<file path="src/rtl/axim_wr_ctrl_if.sv">
//------------------------------------------------------------------------------
// axim_wr_ctrl_if
// AXI4 write-channel bundle (AW/W/B) between a write master and a slave.
// Revision: 1.0
//------------------------------------------------------------------------------
`default_nettype none

interface axim_wr_ctrl_if #(
   parameter int ADDR_WIDTH = 32,
   parameter int DATA_WIDTH = 32
);
   localparam int STRB_WIDTH = DATA_WIDTH / 8;

   logic                  awvalid;
   logic                  awready;
   logic [ADDR_WIDTH-1:0] awaddr;
   logic [7:0]            awlen;
   logic [2:0]            awsize;
   logic [1:0]            awburst;

   logic                  wvalid;
   logic                  wready;
   logic [DATA_WIDTH-1:0] wdata;
   logic [STRB_WIDTH-1:0] wstrb;
   logic                  wlast;

   logic                  bvalid;
   logic                  bready;
   logic [1:0]            bresp;

   modport master (
      output awvalid, awaddr, awlen, awsize, awburst,
      input  awready,
      output wvalid, wdata, wstrb, wlast,
      input  wready,
      input  bvalid, bresp,
      output bready
   );

   modport slave (
      input  awvalid, awaddr, awlen, awsize, awburst,
      output awready,
      input  wvalid, wdata, wstrb, wlast,
      output wready,
      output bvalid, bresp,
      input  bready
   );
endinterface

`default_nettype wire

</file>
<file path="src/rtl/axim_wr_ctrl.sv">
//------------------------------------------------------------------------------
// axim_wr_ctrl
// AXI4 write master: splits one byte-sized transfer command into INCR bursts
// (bounded by MAX_BURST_LEN and 4KB pages) and streams wr_tdata onto W.
// Revision: 1.0
//------------------------------------------------------------------------------
`default_nettype none

module axim_wr_ctrl #(
   parameter int C_M_AXI_ADDR_WIDTH = 32,
   parameter int C_M_AXI_DATA_WIDTH = 32,
   parameter int C_XFER_SIZE_WIDTH  = 32,
   parameter int MAX_BURST_LEN      = 16
) (
   input  wire logic                          clk,
   input  wire logic                          rstn,
   input  wire logic [C_M_AXI_ADDR_WIDTH-1:0] ctrl_waddr_offset_i,
   input  wire logic [C_XFER_SIZE_WIDTH-1:0]  ctrl_wxfer_size_i,
   input  wire logic                          ctrl_wstart_i,
   output logic                               ctrl_wdone_o,
   output logic                               ctrl_werr_o,
   input  wire logic [C_M_AXI_DATA_WIDTH-1:0] wr_tdata_i,
   input  wire logic                          wr_tvalid_i,
   output logic                               wr_tready_o,
   axim_wr_ctrl_if.master                     m_axi
);

   localparam int ADDR_W = C_M_AXI_ADDR_WIDTH;
   localparam int XS_W   = C_XFER_SIZE_WIDTH;
   localparam int BYTES  = C_M_AXI_DATA_WIDTH / 8;
   localparam int LOG2B  = $clog2(BYTES);
   localparam int TW     = LOG2B + 1;
   localparam int CW     = (XS_W > 13) ? XS_W : 13;

   localparam logic [2:0] S_IDLE   = 3'd0;
   localparam logic [2:0] S_AW     = 3'd1;
   localparam logic [2:0] S_W_DATA = 3'd2;
   localparam logic [2:0] S_B_RESP = 3'd3;
   localparam logic [2:0] S_DONE   = 3'd4;

   logic [2:0]        state;
   logic [2:0]        next_state;
   logic [ADDR_W-1:0] addr;
   logic [XS_W-1:0]   beats_rem;
   logic [TW-1:0]     tail_bytes;
   logic [8:0]        burst_len;
   logic [8:0]        beat_cnt;
   logic              werr;

   logic [XS_W-1:0]   start_tail;
   logic [XS_W-1:0]   start_beats;
   logic [CW-1:0]     page_beats;
   logic [CW-1:0]     rem_ext;
   logic [CW-1:0]     len_cap;
   logic [8:0]        calc_len;
   logic [8:0]        awlen_full;
   logic              w_fire;
   logic              last_beat;
   logic              final_burst;

   // Command decode and burst sizing; addr/beats_rem are stable throughout AW,
   // so awlen derived here holds steady until the handshake.
   always_comb begin
      start_tail  = ctrl_wxfer_size_i & XS_W'(BYTES - 1);
      start_beats = (ctrl_wxfer_size_i >> LOG2B) + XS_W'(start_tail != '0);
      page_beats  = CW'((13'd4096 - {1'b0, addr[11:0]}) >> LOG2B);
      rem_ext     = CW'(beats_rem);
      len_cap     = CW'(MAX_BURST_LEN);
      if (page_beats < len_cap) len_cap = page_beats;
      if (rem_ext < len_cap)    len_cap = rem_ext;
      calc_len    = len_cap[8:0];
      awlen_full  = calc_len - 9'd1;
      w_fire      = (state == S_W_DATA) && wr_tvalid_i && m_axi.wready;
      last_beat   = (beat_cnt == burst_len - 9'd1);
      final_burst = (beats_rem == XS_W'(burst_len));
   end

   // State register
   always_ff @(posedge clk) begin
      if (!rstn) state <= S_IDLE;
      else       state <= next_state;
   end

   // Transfer bookkeeping: address, remaining beats, per-burst beat count, error flag
   always_ff @(posedge clk) begin
      if (!rstn) begin
         addr       <= '0;
         beats_rem  <= '0;
         tail_bytes <= '0;
         burst_len  <= '0;
         beat_cnt   <= '0;
         werr       <= 1'b0;
      end else begin
         case (state)
            S_IDLE: begin
               if (ctrl_wstart_i) begin
                  addr       <= ctrl_waddr_offset_i & ~ADDR_W'(BYTES - 1);
                  beats_rem  <= start_beats;
                  tail_bytes <= start_tail[TW-1:0];
                  werr       <= 1'b0;
               end
            end
            S_AW: begin
               if (m_axi.awready) begin
                  burst_len <= calc_len;
                  beat_cnt  <= '0;
               end
            end
            S_W_DATA: begin
               if (w_fire) begin
                  if (last_beat) begin
                     addr      <= addr + (ADDR_W'(burst_len) << LOG2B);
                     beats_rem <= beats_rem - XS_W'(burst_len);
                     beat_cnt  <= '0;
                  end else begin
                     beat_cnt  <= beat_cnt + 9'd1;
                  end
               end
            end
            S_B_RESP: begin
               if (m_axi.bvalid && (m_axi.bresp != 2'b00)) werr <= 1'b1;
            end
            default: ;
         endcase
      end
   end

   // Next-state: one burst outstanding at a time, AW always precedes its data
   always_comb begin
      next_state = state;
      case (state)
         S_IDLE:   if (ctrl_wstart_i)
                      next_state = (ctrl_wxfer_size_i == '0) ? S_DONE : S_AW;
         S_AW:     if (m_axi.awready) next_state = S_W_DATA;
         S_W_DATA: if (w_fire && last_beat) next_state = S_B_RESP;
         S_B_RESP: if (m_axi.bvalid)
                      next_state = (beats_rem != '0) ? S_AW : S_DONE;
         S_DONE:   next_state = S_IDLE;
         default:  next_state = S_IDLE;
      endcase
   end

   // Outputs: W is a combinational pass-through of the stream while in W_DATA
   always_comb begin
      m_axi.awvalid = 1'b0;
      m_axi.awaddr  = addr;
      m_axi.awlen   = awlen_full[7:0];
      m_axi.awsize  = 3'(LOG2B);
      m_axi.awburst = 2'b01;
      m_axi.wvalid  = 1'b0;
      m_axi.wdata   = wr_tdata_i;
      m_axi.wstrb   = '1;
      m_axi.wlast   = 1'b0;
      m_axi.bready  = 1'b0;
      wr_tready_o   = 1'b0;
      ctrl_wdone_o  = 1'b0;
      ctrl_werr_o   = werr;
      case (state)
         S_AW: m_axi.awvalid = 1'b1;
         S_W_DATA: begin
            m_axi.wvalid = wr_tvalid_i;
            wr_tready_o  = m_axi.wready;
            m_axi.wlast  = last_beat;
            if (final_burst && last_beat && (tail_bytes != '0)) begin
               for (int i = 0; i < BYTES; i++)
                  m_axi.wstrb[i] = (TW'(i) < tail_bytes);
            end
         end
         S_B_RESP: m_axi.bready = 1'b1;
         S_DONE:   ctrl_wdone_o = 1'b1;
         default: ;
      endcase
   end

endmodule

`default_nettype wire

</file>
<file path="src/flat_wrapper.sv">
// flat-port wrapper written by rule: the top's interface ports become plain ports
module axim_wr_ctrl_flat 
#(
   parameter int C_M_AXI_ADDR_WIDTH = 32,
   parameter int C_M_AXI_DATA_WIDTH = 32,
   parameter int C_XFER_SIZE_WIDTH  = 32,
   parameter int MAX_BURST_LEN      = 16
)
  (clk, rstn, ctrl_waddr_offset_i, ctrl_wxfer_size_i, ctrl_wstart_i, ctrl_wdone_o, ctrl_werr_o, wr_tdata_i, wr_tvalid_i, wr_tready_o, m_axi_awvalid, m_axi_awaddr, m_axi_awlen, m_axi_awsize, m_axi_awburst, m_axi_awready, m_axi_wvalid, m_axi_wdata, m_axi_wstrb, m_axi_wlast, m_axi_wready, m_axi_bvalid, m_axi_bresp, m_axi_bready);
  axim_wr_ctrl_if #(.ADDR_WIDTH(32), .DATA_WIDTH(32)) m_axi_i ();
  input  wire logic clk;
  input  wire logic rstn;
  input  wire logic [C_M_AXI_ADDR_WIDTH-1:0] ctrl_waddr_offset_i;
  input  wire logic [C_XFER_SIZE_WIDTH-1:0] ctrl_wxfer_size_i;
  input  wire logic ctrl_wstart_i;
  output logic ctrl_wdone_o;
  output logic ctrl_werr_o;
  input  wire logic [C_M_AXI_DATA_WIDTH-1:0] wr_tdata_i;
  input  wire logic wr_tvalid_i;
  output logic wr_tready_o;
  output wire logic [$bits(m_axi_i.awvalid)-1:0] m_axi_awvalid;
  output wire logic [$bits(m_axi_i.awaddr)-1:0] m_axi_awaddr;
  output wire logic [$bits(m_axi_i.awlen)-1:0] m_axi_awlen;
  output wire logic [$bits(m_axi_i.awsize)-1:0] m_axi_awsize;
  output wire logic [$bits(m_axi_i.awburst)-1:0] m_axi_awburst;
  input wire logic [$bits(m_axi_i.awready)-1:0] m_axi_awready;
  output wire logic [$bits(m_axi_i.wvalid)-1:0] m_axi_wvalid;
  output wire logic [$bits(m_axi_i.wdata)-1:0] m_axi_wdata;
  output wire logic [$bits(m_axi_i.wstrb)-1:0] m_axi_wstrb;
  output wire logic [$bits(m_axi_i.wlast)-1:0] m_axi_wlast;
  input wire logic [$bits(m_axi_i.wready)-1:0] m_axi_wready;
  input wire logic [$bits(m_axi_i.bvalid)-1:0] m_axi_bvalid;
  input wire logic [$bits(m_axi_i.bresp)-1:0] m_axi_bresp;
  output wire logic [$bits(m_axi_i.bready)-1:0] m_axi_bready;
  assign m_axi_awvalid = m_axi_i.awvalid;
  assign m_axi_awaddr = m_axi_i.awaddr;
  assign m_axi_awlen = m_axi_i.awlen;
  assign m_axi_awsize = m_axi_i.awsize;
  assign m_axi_awburst = m_axi_i.awburst;
  assign m_axi_i.awready = m_axi_awready;
  assign m_axi_wvalid = m_axi_i.wvalid;
  assign m_axi_wdata = m_axi_i.wdata;
  assign m_axi_wstrb = m_axi_i.wstrb;
  assign m_axi_wlast = m_axi_i.wlast;
  assign m_axi_i.wready = m_axi_wready;
  assign m_axi_i.bvalid = m_axi_bvalid;
  assign m_axi_i.bresp = m_axi_bresp;
  assign m_axi_bready = m_axi_i.bready;
  axim_wr_ctrl #(.C_M_AXI_ADDR_WIDTH(C_M_AXI_ADDR_WIDTH), .C_M_AXI_DATA_WIDTH(C_M_AXI_DATA_WIDTH), .C_XFER_SIZE_WIDTH(C_XFER_SIZE_WIDTH), .MAX_BURST_LEN(MAX_BURST_LEN)) u_core (.clk(clk), .rstn(rstn), .ctrl_waddr_offset_i(ctrl_waddr_offset_i), .ctrl_wxfer_size_i(ctrl_wxfer_size_i), .ctrl_wstart_i(ctrl_wstart_i), .ctrl_wdone_o(ctrl_wdone_o), .ctrl_werr_o(ctrl_werr_o), .wr_tdata_i(wr_tdata_i), .wr_tvalid_i(wr_tvalid_i), .wr_tready_o(wr_tready_o), .m_axi(m_axi_i));
endmodule
</file>
<file path="config.mk">
export PLATFORM = sky130hd
export DESIGN_NAME = axim_wr_ctrl_flat
export DESIGN_NICKNAME = d
export VERILOG_FILES = /design/src/rtl/axim_wr_ctrl_if.sv /design/src/rtl/axim_wr_ctrl.sv /design/src/flat_wrapper.sv
export SDC_FILE = /design/constraint.sdc
export NUM_CORES = 1
export LEC_CHECK = 0
export ABC_AREA = 1
export ABC_CLOCK_PERIOD_IN_PS = 4400
export CORE_AREA = 2 2 124 126
export CTS_BUF_LIST = sky130_fd_sc_hd__clkbuf_2
export CTS_CLUSTER_SIZE = 12
export DETAILED_ROUTE_END_ITERATION = 16
export DIE_AREA = 0 0 126 128
export PLACE_DENSITY = 0.83
export SLEW_MARGIN = 0
export SYNTH_ARGS = -nofsm -noshare
export SYNTH_HDL_FRONTEND = slang
export SYNTH_SLANG_ARGS = --single-unit
</file>
<file path="constraint.sdc">
create_clock -name clk -period 4.4 [get_ports clk]
set_input_delay 0.66 -clock clk [delete_from_list [all_inputs] [get_ports clk]]
set_output_delay 0.66 -clock clk [all_outputs]
set_load 0.01 [all_outputs]
</file>
; ---- Yosys cells after proc, flatten, opt, wreduce, memory -nomap -nowiden
; Cells that the tools add are included.
; Widths: inputs -> output; s select.
[classes]
order_cmp = 6
addsub = 7
mul = 0
n_reduce_logical = 21
n_div = 0
n_bitwise = 0
eq_ne = 13
mux = 32
n_shift = 0
[op_table]
columns = cell, n
row1 = $mux 32, 6
row2 = $pmux 32 s2, 2
row3 = $reduce_bool 32->1, 2
row4 = $mux 9, 4
row5 = $add 32x11->32, 1
row6 = $eq 32x9->1, 1
row7 = $logic_not 32->1, 1
row8 = $lt 32x30->1, 1
row9 = $sub 32x9->32, 1
row10 = $add 30x1->31, 1
row11 = $lt 30x5->1 const B, 1
row12 = $mux 30, 1
row13 = $mux 3, 6
row14 = $pmux 9 s2, 1
row15 = $sub 13x12->14 const A, 1
row16 = $pmux 3 s4, 1
row17 = $add 9x1->9 const B, 1
row18 = $eq 9x9->1, 1
row19 = $sub 9x1->9 const B, 1
row20 = $mux 1, 8
row21 = $mux 4, 2
row22 = $ne 2x2->1 const B, 4
row23 = $reduce_and 4->1, 2
row24 = $reduce_bool 2->1, 4
row25 = other kinds (13), 25
[word_totals]
reg_bits = 88
mem_bits_ro = 0
out_inout_bits = 88
input_bits = 105
ramBits = 0
n_memories = 0
latchBits = 0

; ---- Depth between registers and ports, before layout
[depth]
depth_word = 6
mapped_depth = 26

; ---- Least setup slack after synthesis
; Ideal clock, no wire load.
[synth_timing]
path_kind = reg-to-output
from = reg u_core.addr[2], in the netlist u_core.m_axi.awaddr[2]
to = out m_axi_awlen[4]
path_stages_with_launch = 24
path_slack_ns = 0.801
arrival_time_ns = 2.939
required_ns = 3.740
path_cell_list = dfxtp_1 > inv_1 > ha_1 > nand2_1 > nor2_1 > nor2_1 > nand2_1 > nor3_1 > inv_1 > ha_1 > nand2_1 > inv_1 > nand2_1 > nand2_1 > nand2_1 > nand2_1 > nand2_2 > nand2_2 > nand2_1 > nand2_1 > ha_1 > nand3_1 > nor2_1 > xor2_1
[synth_between]
elab_chain_cells = 6
[synth_rtl]
columns = element, line_no
row1 = start: declaration, axim_wr_ctrl.sv:43  ; logic [ADDR_W-1:0] addr;
row2 = start signal: assignment, axim_wr_ctrl.sv:97  ; addr <= ctrl_waddr_offset_i & ~ADDR_W'(BYTES - 1);
row3 = start signal: assignment, axim_wr_ctrl.sv:112  ; addr <= addr + (ADDR_W'(burst_len) << LOG2B);
row4 = $sub 13x12->14 (*), axim_wr_ctrl.sv:66  ; page_beats = CW'((13'd4096 - {1'b0, addr[11:0]}) >> LOG2B);
row5 = $lt 30x5->1, axim_wr_ctrl.sv:69  ; if (page_beats < len_cap) len_cap = page_beats;
row6 = $mux 30 (*), axim_wr_ctrl.sv:69
row7 = $lt 32x30->1, axim_wr_ctrl.sv:70  ; if (rem_ext < len_cap) len_cap = rem_ext;
row8 = $mux 9 (*), axim_wr_ctrl.sv:70
row9 = $sub 8x1->8 (*), axim_wr_ctrl.sv:72  ; awlen_full = calc_len - 9'd1;
row10 = end: declaration, flat_wrapper.sv:23  ; output wire logic [$bits(m_axi_i.awlen)-1:0] m_axi_awlen;
; Mark *: on every way between the ends. The rest lies on a longest branch, timed or not.

; ---- Worst setup path after layout
[layout_timing]
from = reg u_core.addr[3], in the netlist u_core.m_axi.awaddr[3]
to = out m_axi_awlen[6]
; Same word-level chain as after synthesis.

==> flow_summary.json <==
{
  "run_status": "complete, no violations",
  "grt_max_degree": 59,
  "totalPowerFinal_mw": 4.77,
  "dieWidth_um": 126,
  "crit_path_frequent_cell": "nand2_4",
  "drt_pass1_iterations": 5,
  "wl_per_cell_um": 14.8,
  "clock_skew_ns": 0.0366,
  "clock_sinks": 86,
  "cp-start-kind": "flip-flop",
  "layout.cells.non_filler": 1453,
  "synth_top_area_cell": "dfxtp_1",
  "synth.cell_area_um2": 7580,
  "grt_pass1_vias": 7269,
  "use_met3": 0.0284,
  "crit_type": "reg2out",
  "fin_crit_ns": 4.25,
  "cts_tree": "yes",
  "num_vias": 7945,
  "critPathBufInv": 5,
  "critPathRequiredTime_ns": 3.74,
  "tightest_slew_ns": 0.945,
  "yosysSeqAreaShare": 0.227,
  "setup_violations": 0,
  "max_freq_mhz": 235,
  "grt_overflow": 0,
  "maxCapViolations": 0,
  "synthArstFlopShare": 0,
  "gp_congestion": 0.927,
  "grt_use_met2": 0.429,
  "syn_avg_cell_area_um2": 6.47,
  "powerDensity_nw_per_um2": 523,
  "drtIter0Drc": 581,
  "viasPerCell": 5.47,
  "core_area_um2": 14900,
  "synth.distinct_cells": 46,
  "whs_ns": 0.516,
  "cts-root-buf": "clkbuf_2",
  "dp.cells": 1425,
  "crit_arrival_ns": 3.59,
  "tns_ns": 0,
  "synthFlopType": "dfxtp_1",
  "pre_cts_slack_ns": 0.0993,
  "max_stage_delay_ns": 0.38,
  "drc": 0,
  "end_kind": "primary output",
  "synthCells": 1172,
  "htree_levels": 3,
  "grt_usage": 0.255,
  "routed_wl_mm": 21.5,
  "post-route-util": 0.613,
  "port-buffer-count": 118,
  "nNetsFinal": 1399,
  "cts_buffers": 9,
  "synth-seq-cells": 86,
  "hpwlAfterDp_mm": 15.5,
  "yosys_warnings": 0,
  "drive_above_1_share": 0.131,
  "cpMaxStageDelayCell": "dfxtp_2",
  "clock_latency_ns": 0.63,
  "antenna_left": 0,
  "yosysTopAreaCellShare": 0.227,
  "start_util": 0.510,
  "dpl-instance-area_um2": 8640,
  "antenna_found_initial": 1,
  "vdd_ir_drop_max_uv": 378,
  "hold_violations": 0,
  "grt_pass1_wl_mm": 34.1,
  "io_pins": 193,
  "syn2layout_area_growth_pct": 20.2,
  "p_leak_nw": 3.95,
  "clk_pin_slew_worst_paths_ns": 0.24,
  "slew_headroom": 0.369,
  "rows": 45,
  "cts_max_path_buffers": 2,
  "hold_class": "reg2reg",
  "fin_area_um2": 9110,
  "period_share": 0.967,
  "yosys-top-cells-count": "nand2_1 (245), inv_1 (131), nor2_1 (126)",
  "die_y_um": 128,
  "ys_top_cells_by_area": "dfxtp_1 (23%), nand2_1 (12%), inv_1 (6.5%)",
  "slew_viol_final": 0,
  "crit_fanout": 4,
  "synth.most_common_cell": "nand2_1",
  "grt_busiest_layer": "met2",
  "groute.layer.met1.usage": 0.339,
  "crit_family": "simple AND/OR/NAND/NOR gates",
  "timing.final.ws_setup_ns": 0.147,
  "synth_edf_count": 0,
  "die_area_um2": 16100
}
-- layout by cell type (no fill, tap or decap), types with 3 or more instances in the layout --
cell,synthesis,final
mux2i_1,5,5
dfxtp_2,0,7
o211ai_1,4,4
nand2_1,245,226
clkbuf_2,0,11
conb_1,2,13
a211oi_1,10,10
buf_4,40,16
clkinv_2,1,3
o21ai_1,8,8
o21ai_0,74,74
and3_1,3,3
nand3_2,0,4
nor2_4,0,4
nor3_4,0,3
nand3_1,49,44
buf_6,2,7
a21oi_1,95,95
nand2_2,6,14
o22ai_1,3,3
a31oi_1,3,3
clkdlybuf4s50_1,0,111
nand4_1,17,17
inv_2,6,13
nand2_4,0,11
ha_4,0,4
nor3_2,6,5
or2_2,12,12
xnor2_1,22,22
inv_1,131,123
ha_1,33,29
nor2_1,126,122
a21oi_2,16,16
nor3_1,34,32
o211ai_2,16,16
nor4_1,11,11
dfxtp_1,86,79
nor2_2,8,8
xor2_1,49,49
-- tightest hold or removal path: stages, from the launching register on --
cell and delay (ns):
dfxtp_1 0.35, inv_1 0.09, a21oi_1 0.07
-- sequential cells by signal (all words and copies together) (netlist names) --
register / count
u_core.beat_cnt: 9
u_core.tail_bytes: 2
u_core.beats_rem: 32
u_core.ctrl_werr_o: 1
u_core.m_axi.awaddr: 30
u_core.burst_len: 9
u_core.state: 3
-- routing by layer --
metal,part of all wire,vias up
li1,-,3979
met1,0.44,3640
met2,0.48,281
met3,0.059,45
met4,0.024,0
met5,0,-
-- area by class of cell --
| class | count | area (um^2) |
|---|---|---|
| Clock buffer | 9 | 45.0 |
| Inverter | 138 | 522 |
| Antenna cell | 1 | 2.50 |
| Fill cell | 1367 | 5750 |
| Multi-Input combinational cell | 884 | 5130 |
| Sequential cell | 86 | 1730 |
| Clock inverter | 7 | 96.3 |
| Tap cell | 188 | 235 |
| Timing Repair Buffer | 140 | 1350 |
-- what timing repair did --
action                     CTS  global route
setup buffers                5             6
hold buffers                 0             0
setup endpoints to repair    7             8
gates resized for setup     30            67
pin swaps                    5            24
-- kinds of logic after synthesis --
group	synth area share
XOR/XNOR	0.0820
AO/OA/AOI/OAI	0.187
multiplexers	0.00660
adder cells (fa/ha/maj)	0.0598
other	0.000991
AND/OR/NAND/NOR	0.303
buffers and inverters	0.133
flip-flops	0.227
-- worst paths after layout --
kind	startpoint	end	cells past startpoint	slack, ns
max	u_core.m_axi.awaddr[3]	m_axi_awlen[6]	27	0.15
min	u_core.tail_bytes[0]	u_core.tail_bytes[0]	2	0.52
max reg2reg	u_core.burst_len[1]	u_core.beats_rem[0]	14	1.25
min reg2reg	u_core.tail_bytes[0]	u_core.tail_bytes[0]	2	0.52
-- power breakdown --
group	switching, mW	internal [mW]	total (mW)
clock	0.306	0.190	0.496
combinational	1.80	1.20	2.99
sequential	0.284	0.992	1.28
total	2.39	2.38	4.77
Power figures use the tool's default switching activity.
